===== src/rtl/hazard_scoreboard.sv =====
// Hazard-detection and forwarding scoreboard at the ID/EX boundary.
// Tracks in-flight register writers and decides stall and forward selects.
module hazard_scoreboard #(
    parameter int  REG_AW   = 5,
    parameter int  DEPTH    = 4,
    parameter int  ALU_LAT  = 1,
    parameter int  LOAD_LAT = 2,
    parameter int  LONG_LAT = 3,
    parameter int  CNT_W    = 16,
    localparam int FW       = $clog2(DEPTH + 1)
) (
    input  logic              clk_i,
    input  logic              rst_i,
    input  logic              issue_valid_i,
    input  logic [REG_AW-1:0] issue_rs_i,
    input  logic [REG_AW-1:0] issue_rt_i,
    input  logic              issue_uses_rs_i,
    input  logic              issue_uses_rt_i,
    input  logic              issue_wr_i,
    input  logic [REG_AW-1:0] issue_rd_i,
    input  logic [1:0]        issue_class_i,
    input  logic              flush_i,
    output logic              stall_o,
    output logic              issue_fire_o,
    output logic [FW-1:0]     fwd_a_o,
    output logic [FW-1:0]     fwd_b_o,
    output logic              busy_o,
    output logic [CNT_W-1:0]  stall_cnt_o
);

    if (!(ALU_LAT >= 1 && ALU_LAT <= LOAD_LAT &&
          LOAD_LAT <= LONG_LAT && LONG_LAT <= DEPTH - 1)) begin : g_bad_lat
        $error("hazard_scoreboard: illegal latency parameters");
    end

    typedef struct packed {
        logic              vld;
        logic [REG_AW-1:0] rd;
        logic [FW-1:0]     lat;
    } slot_t;

    slot_t             slot_q [1:DEPTH];
    slot_t             slot_d [1:DEPTH];

    logic [FW-1:0]     fwd_a_q, fwd_a_d;
    logic [FW-1:0]     fwd_b_q, fwd_b_d;
    logic [CNT_W-1:0]  cnt_q, cnt_d;

    logic [FW-1:0]     cls_lat;
    logic              live_a, live_b;
    logic [DEPTH:1]    hit_a, hit_b;
    logic [DEPTH:1]    vld_vec;

    logic              any_a, any_b;
    logic [FW-1:0]     pos_a, pos_b;
    logic [FW-1:0]     lat_a, lat_b;
    logic              haz_a, haz_b;
    logic              cand;

    // A source only participates when it is read and is not r0.
    assign live_a = issue_uses_rs_i & (issue_rs_i != '0);
    assign live_b = issue_uses_rt_i & (issue_rt_i != '0);

    for (genvar k = 1; k <= DEPTH; k++) begin : g_match
        assign vld_vec[k] = slot_q[k].vld;
        assign hit_a[k]   = live_a & slot_q[k].vld &
                            (slot_q[k].rd == issue_rs_i);
        assign hit_b[k]   = live_b & slot_q[k].vld &
                            (slot_q[k].rd == issue_rt_i);
    end

    // Result latency of the issuing instruction; class 3 behaves as ALU.
    always_comb begin
        cls_lat = FW'(ALU_LAT);
        case (issue_class_i)
            2'd1:    cls_lat = FW'(LOAD_LAT);
            2'd2:    cls_lat = FW'(LONG_LAT);
            default: cls_lat = FW'(ALU_LAT);
        endcase
    end

    // Youngest-match search: scanning old to young lets the youngest win.
    always_comb begin
        any_a = 1'b0;
        pos_a = '0;
        lat_a = '0;
        any_b = 1'b0;
        pos_b = '0;
        lat_b = '0;
        for (int k = DEPTH; k >= 1; k--) begin
            if (hit_a[k]) begin
                any_a = 1'b1;
                pos_a = FW'(k);
                lat_a = slot_q[k].lat;
            end
            if (hit_b[k]) begin
                any_b = 1'b1;
                pos_b = FW'(k);
                lat_b = slot_q[k].lat;
            end
        end
    end

    // A producer in slot k has its result ready once k reaches its latency.
    assign haz_a = any_a & (pos_a < lat_a);
    assign haz_b = any_b & (pos_b < lat_b);

    assign cand         = issue_valid_i & ~flush_i;
    assign stall_o      = cand & (haz_a | haz_b);
    assign issue_fire_o = cand & ~stall_o;

    // Forward selects for the next EX instruction; retired slot needs none.
    always_comb begin
        fwd_a_d = '0;
        fwd_b_d = '0;
        if (issue_fire_o) begin
            if (any_a && (pos_a < FW'(DEPTH))) begin
                fwd_a_d = pos_a + FW'(1);
            end
            if (any_b && (pos_b < FW'(DEPTH))) begin
                fwd_b_d = pos_b + FW'(1);
            end
        end
    end

    // Slot 1 takes the accepted writer (or a bubble); the rest shift down.
    always_comb begin
        for (int k = 1; k <= DEPTH; k++) begin
            slot_d[k] = '0;
        end
        if (issue_fire_o && issue_wr_i && (issue_rd_i != '0)) begin
            slot_d[1].vld = 1'b1;
            slot_d[1].rd  = issue_rd_i;
            slot_d[1].lat = cls_lat;
        end
        for (int k = 2; k <= DEPTH; k++) begin
            slot_d[k] = slot_q[k-1];
        end
    end

    // Saturating count of stalled cycles.
    always_comb begin
        cnt_d = cnt_q;
        if (stall_o && !(&cnt_q)) begin
            cnt_d = cnt_q + CNT_W'(1);
        end
    end

    // State registers with synchronous reset.
    always_ff @(posedge clk_i) begin
        if (rst_i) begin
            for (int k = 1; k <= DEPTH; k++) begin
                slot_q[k] <= '0;
            end
            fwd_a_q <= '0;
            fwd_b_q <= '0;
            cnt_q   <= '0;
        end else begin
            for (int k = 1; k <= DEPTH; k++) begin
                slot_q[k] <= slot_d[k];
            end
            fwd_a_q <= fwd_a_d;
            fwd_b_q <= fwd_b_d;
            cnt_q   <= cnt_d;
        end
    end

    assign fwd_a_o     = fwd_a_q;
    assign fwd_b_o     = fwd_b_q;
    assign busy_o      = |vld_vec;
    assign stall_cnt_o = cnt_q;

endmodule


===== config.mk =====
export PLATFORM = sky130hd
export DESIGN_NAME = hazard_scoreboard
export DESIGN_NICKNAME = d
export VERILOG_FILES = /design/src/rtl/hazard_scoreboard.sv
export SDC_FILE = /design/constraint.sdc
export NUM_CORES = 1
export LEC_CHECK = 0
export CAP_MARGIN = 20
export CORE_AREA = 2 2 75 77
export DETAILED_ROUTE_END_ITERATION = 8
export DIE_AREA = 0 0 77 79
export PLACE_DENSITY = 0.77
export SKIP_LAST_GASP = 1
export SLEW_MARGIN = 5
export SYNTH_ARGS = -nofsm -noshare
export SYNTH_HDL_FRONTEND = slang
export SYNTH_SLANG_ARGS = --single-unit
export TNS_END_PERCENT = 5

===== constraint.sdc =====
create_clock -name clk_i -period 4.03 [get_ports clk_i]
set_input_delay 0.403 -clock clk_i [delete_from_list [all_inputs] [get_ports clk_i]]
set_output_delay 0.403 -clock clk_i [all_outputs]
set_load 0.03 [all_outputs]

Word level (Yosys, flattened, before mapping):

Memories as Yosys holds them, arrays and structs flattened.
Index checks and enable logic that the tools add are counted.

* register bits: 22
* bits in writable memories: 36
* output and inout bits: 25
* memories kept: 1

Memories
* slot_q: depth 4, bits a word 9, read ports 4, clocked after Yosys merged registers in 0, wr ports 4, line 42 `slot_t slot_q [1:DEPTH];`

* add/sub/neg operators: 3
* $lt $le $gt $ge: 4
* equality and inequality tests: 10
* mux-type cells: 33
* bitwise gates (word level): 33
* reduce and logical (&&, ||, !) cells: 13

Operators by type and width (count)
* $mux W3: 16
* $mux W9: 5
* $eq A5 B5 Y1: 8
* $and A1 B1 Y1: 23
* $add A16 B1 Y16 const B: 1
* $reduce_and A16 Y1: 1
* $reduce_bool A5 Y1: 3
* $mux W1: 11
* $add A3 B1 Y3 const B: 2
* $lt A3 B3 Y1: 2
* $lt A3 B3 Y1 const B: 2
* $reduce_or A3 Y1: 2
* $logic_and A1 B1 Y1: 5
* $not A1 Y1: 5
* $or A1 B1 Y1: 5
* $pmux W2 S2: 1
* $reduce_or A4 Y1: 1
* $eq A2 B1 Y1 const B: 1
* $eq A2 B2 Y1 const B: 1
* $logic_not A1 Y1: 1

Longest topological paths before layout:

* depth after elaboration: 18
* mapped depth: 16
* gate-level depth less buffers: 13

Least setup slack after synthesis:

Ideal clock, no wire load.

* path type: input to output
* start point: input port issue_rs_i[3]
* end point: output port stall_o
* arrival time: 3.028 ns
* slack: 0.599 ns
* stages: 12
* buffers on the path: 1
* path through: buf_4 xnor2_1 nand4_1 or4_2 nor2_1 a21oi_1 a211oi_1 a21oi_1 ha_1 a2bb2oi_2 o22ai_2 nor2b_1

* word-level cells in the longest chain between the ends: 12
* elaborated cells between the ends (all ways): 30
* those cells by class: order compare: 1; eq/ne: 4; mux: 12; bitwise: 12; reduce/logical: 1

RTL lines
* start: declaration: line 15 `input logic [REG_AW-1:0] issue_rs_i,`
* $reduce_bool A5 Y1: line 61 `assign live_a = issue_uses_rs_i & (issue_rs_i != '0);`
* $and A1 B1 Y1: line 61
* $and A1 B1 Y1 (2 in a row): line 66 `assign hit_a[k] = live_a & slot_q[k].vld &`
* $mux W3 (4 in a row): line 91 `if (hit_a[k]) begin`
* $lt A3 B3 Y1: line 105 `assign haz_a = any_a & (pos_a < lat_a);`
* $and A1 B1 Y1 *: line 105
* $or A1 B1 Y1 *: line 109 `assign stall_o = cand & (haz_a | haz_b);`
* $and A1 B1 Y1 *: line 109
* end: declaration: line 23 `output logic stall_o,`

Every way passes the cells marked *; elsewhere a longest branch is shown, timed or not.

Final worst setup path:

* start point: input port issue_rt_i[1]
* end point: output port stall_o

* word-level cells in the longest chain between the ends: 12
* elaborated cells between the ends (all ways): 30
* those cells by class: order compare: 1; eq/ne: 4; mux: 12; bitwise: 12; reduce/logical: 1

RTL lines
* start: declaration: line 16 `input logic [REG_AW-1:0] issue_rt_i,`
* $reduce_bool A5 Y1: line 62 `assign live_b = issue_uses_rt_i & (issue_rt_i != '0);`
* $and A1 B1 Y1: line 62
* $and A1 B1 Y1 (2 in a row): line 68 `assign hit_b[k] = live_b & slot_q[k].vld &`
* $mux W3 (4 in a row): line 96 `if (hit_b[k]) begin`
* $lt A3 B3 Y1: line 106 `assign haz_b = any_b & (pos_b < lat_b);`
* $and A1 B1 Y1 *: line 106
* $or A1 B1 Y1 *: line 109
* $and A1 B1 Y1 *: line 109

Marks and branches as above.

==> flow_summary.yaml <==
floorplanning:
  die_h_um: 79
  coreArea_um2: 5340
  ios: 49
  die_x_um: 77
  num_rows: 27
  initial_utilization: 0.500
  dieArea_um2: 6080
hold_path:
  whs_path_depth: 1
  whs_endpoint: "slot_q[0][18]$_SDFF_PP0_"
  holdCritStartpoint: "slot_q[0][9]$_SDFF_PP0_"
  hold_class: "register to register"
placed_design:
  dp.cells: 412
  place_ws_ps: 1.23
  port_buffers: 48
  gp_congestion: 0.832
  dpl.hpwl_um: 4250
critical_path:
  r2r_end: "stall_cnt_o[13]$_SDFFE_PP0P_"
  r2r-start: "slot_q[0][42]$_SDFF_PP0_"
  timing.critical_path.from: "issue_rt_i[1]"
  worstSetupStartpointType: "input port"
  r2r_slack_ps: 620
  arrival_ps: 3430
  path_class: "input port to primary output"
  cp_cell_sequence: "clkdlybuf4s50_1 -> or4_1 -> o21a_1 -> nand4_1 -> mux2i_1 -> a211oi_1 -> a21oi_1 -> ha_1 -> a21bo_1 -> a21oi_2 -> o22ai_4 -> nor2b_1 -> buf_4"
  slowest_stage: "or4_1"
  reg2reg_depth: 12
  cp.required_ps: 3630
  max_stage_delay_ps: 540
  crit_path_max_fanout: 5
  cp-end-kind: "primary output"
clock_network:
  cts_buffers: 5
  tritoncts: "done"
  post_cts_buffers: 0
  clockBufferDepth: 2
  cts_max_level: 2
  worst_skew_pair.late_latency_ps: 300
  clk_pin_slew_worst_paths_ps: 90
  cts_root_buffer: "clkbuf_8"
  clock-sinks: 52
sta:
  holdWs_ps: 447
  post-route-min-period_ps: 3830
  final-hold-violation-count: 0
  finalSetupViolations: 0
  maxSlewHeadroom: 0.643
  fin_skew_ps: 8.97
  setup_tns_ps: 0
  fin_ws_ps: 202
  fin_crit_sh: 0.950
  tightestPinTransition_ps: 533
  finalMaxSlewViolations: 0
  clock.fmax_ghz: 0.261
synth:
  ys_async_sr_fraction: 0
  yosys-top-cells-area: "dfxtp_1 39%, xor2_1 7.9%, nor2b_1 5.9%"
  synth_ff_type: "dfxtp_1"
  synth_fp_nets: 317
  synth_seq_area_share: 0.390
  synth_top_area_frac: 0.390
  ys_ff_latch: 52
  synth_edf_count: 0
  synth_cell_types: 50
  syn_avg_cell_area_um2: 9.30
  syn_inst: 287
  netlist_area_um2: 2670
  yosys.area.top_type: "dfxtp_1"
  yosys_warnings: 0
final_layout:
  finalNetCount: 377
  diodes: 0
  drive_gt1_frac: 0.164
  syn_to_final_growth_pct: 28.1
  final_cells: 420
  post-route-util: 0.641
  fillCellCount: 481
grt:
  grt_pass1_wl_um: 9450
  antenna_found_initial: 0
  grt.overflow.total: 0
  grt_max_degree: 32
  grt_use_total: 0.193
  grt_pass1_vias: 2141
routing:
  ant_nets: 0
  wl_per_cell_um: 13.3
  vias_per_cell: 5.19
  routed_wl_um: 5600
  drt_iter0_drc: 135
  drc: 0
  dr.pass1.iters: 4
  vias: 2178
run:
  maxCapViolCount: 0
run_status:
  outcome: "completed"
pwr:
  ir_drop_mv: 0.232
  power_density_nw_per_um2: 279
  leakage_nw: 1.39
sequential cells by signal, indices dropped and copies added (netlist names):
signal       cells
slot_q          30
fwd_a_o          3
fwd_b_o          3
stall_cnt_o     16
cell type report:
cell class | count | area [um^2] | area share
clock buffers | 6 | 72.6 | 0.0212
clock inverters | 2 | 35.0 | 0.0102
inverters | 11 | 41.3 | 0.0121
multi-input cells | 207 | 1500 | 0.438
flip-flops and latches | 52 | 1040 | 0.304
well taps | 72 | 90.1 | 0.0263
repair buffers | 70 | 641 | 0.187
cell families after synthesis:
logic type,Yosys count,share of synthesized area
and+or+nand+nor,116,0.269
DFF,52,0.390
buffers and inverters,28,0.0558
adders and majority gates,6,0.0281
muxes,5,0.0201
AOI/OAI and AO/OA,39,0.102
xor gates and xnor gates,41,0.134
critical path, delay by kind of cell:
family          cells  cell delay (ps)
compound gates      6             1140
buf+inv             2              590
fa+ha+maj           1              300
mux                 1              100
simple gates        3              890
worst max-delay path by stage:
| stage | endpoint | slack [ps] | cells after the start |
|---|---|---|---|
| 2_1_floorplan | stall_o | 600 | 12 |
| 3_3_place_gp | stall_cnt_o[13]$_SDFFE_PP0P_ | 40 | 13 |
| 3_5_place_dp | stall_cnt_o[13]$_SDFFE_PP0P_ | 1 | 13 |
| 4_1_cts | stall_o | 190 | 14 |
| 5_1_grt | stall_o | -5 | 14 |
| 6_report | stall_o | 200 | 13 |
power by group:
group / internal (W) / switching (W) / total (W)
Sequential: 0.000516 / 0.00000284 / 0.000519
Clock: 0.000184 / 0.000160 / 0.000345
Combinational: 0.0000490 / 0.0000422 / 0.0000912
Total: 0.000750 / 0.000206 / 0.000955
per-stage QoR:
step	area, um^2	total power, W
floorplan	2670	0.000583
global placement	3290	0.000621
detailed placement	3290	0.000622
CTS	3400	0.000966
global route	3420	0.000997
finish	3420	0.000955
cell usage in the layout, fill, tap and decap left out, drive strengths merged, types with 11 or more instances in the layout:
cell / netlist / final
a21oi: 16 / 16
buf: 12 / 24
clkdlybuf4s50: 0 / 46
dfxtp: 52 / 52
inv: 11 / 11
nor2: 18 / 18
nor2b: 25 / 25
or4: 12 / 12
xnor2: 17 / 17
xor2: 24 / 24
repair_timing:
action	CTS	global route
hold buffers	0	0
setup endpoints to repair	0	1
resized for setup	0	2
metal layers:
| metal | vias up | GRT usage | part of all wire |
|---|---|---|---|
| met3 | 7 | 0.0489 | 0.042 |
| met1 | 1009 | 0.231 | 0.46 |
| li1 | 1119 | - | - |
| met2 | 43 | 0.340 | 0.48 |
| met5 | - | 0 | 0 |
| met4 | 0 | 0.0625 | 0.015 |
cell usage after synthesis, types with 3 or more instances:
cell       n
dfxtp_1   52
nor2b_1   25
xor2_1    24
xnor2_1   17
a21oi_1   15
nor2_1    13
inv_1      9
or3_1      9
or4_1      9
and3_1     8
nand3_1    8
nand2_1    7
nor4_1     7
ha_1       6
nand4_1    6
nor3_1     6
o21ai_0    6
clkbuf_1   5
nor2_2     5
o31ai_1    5
buf_6      4
buf_1      3
buf_4      3
Power figures use the tool's default switching activity.
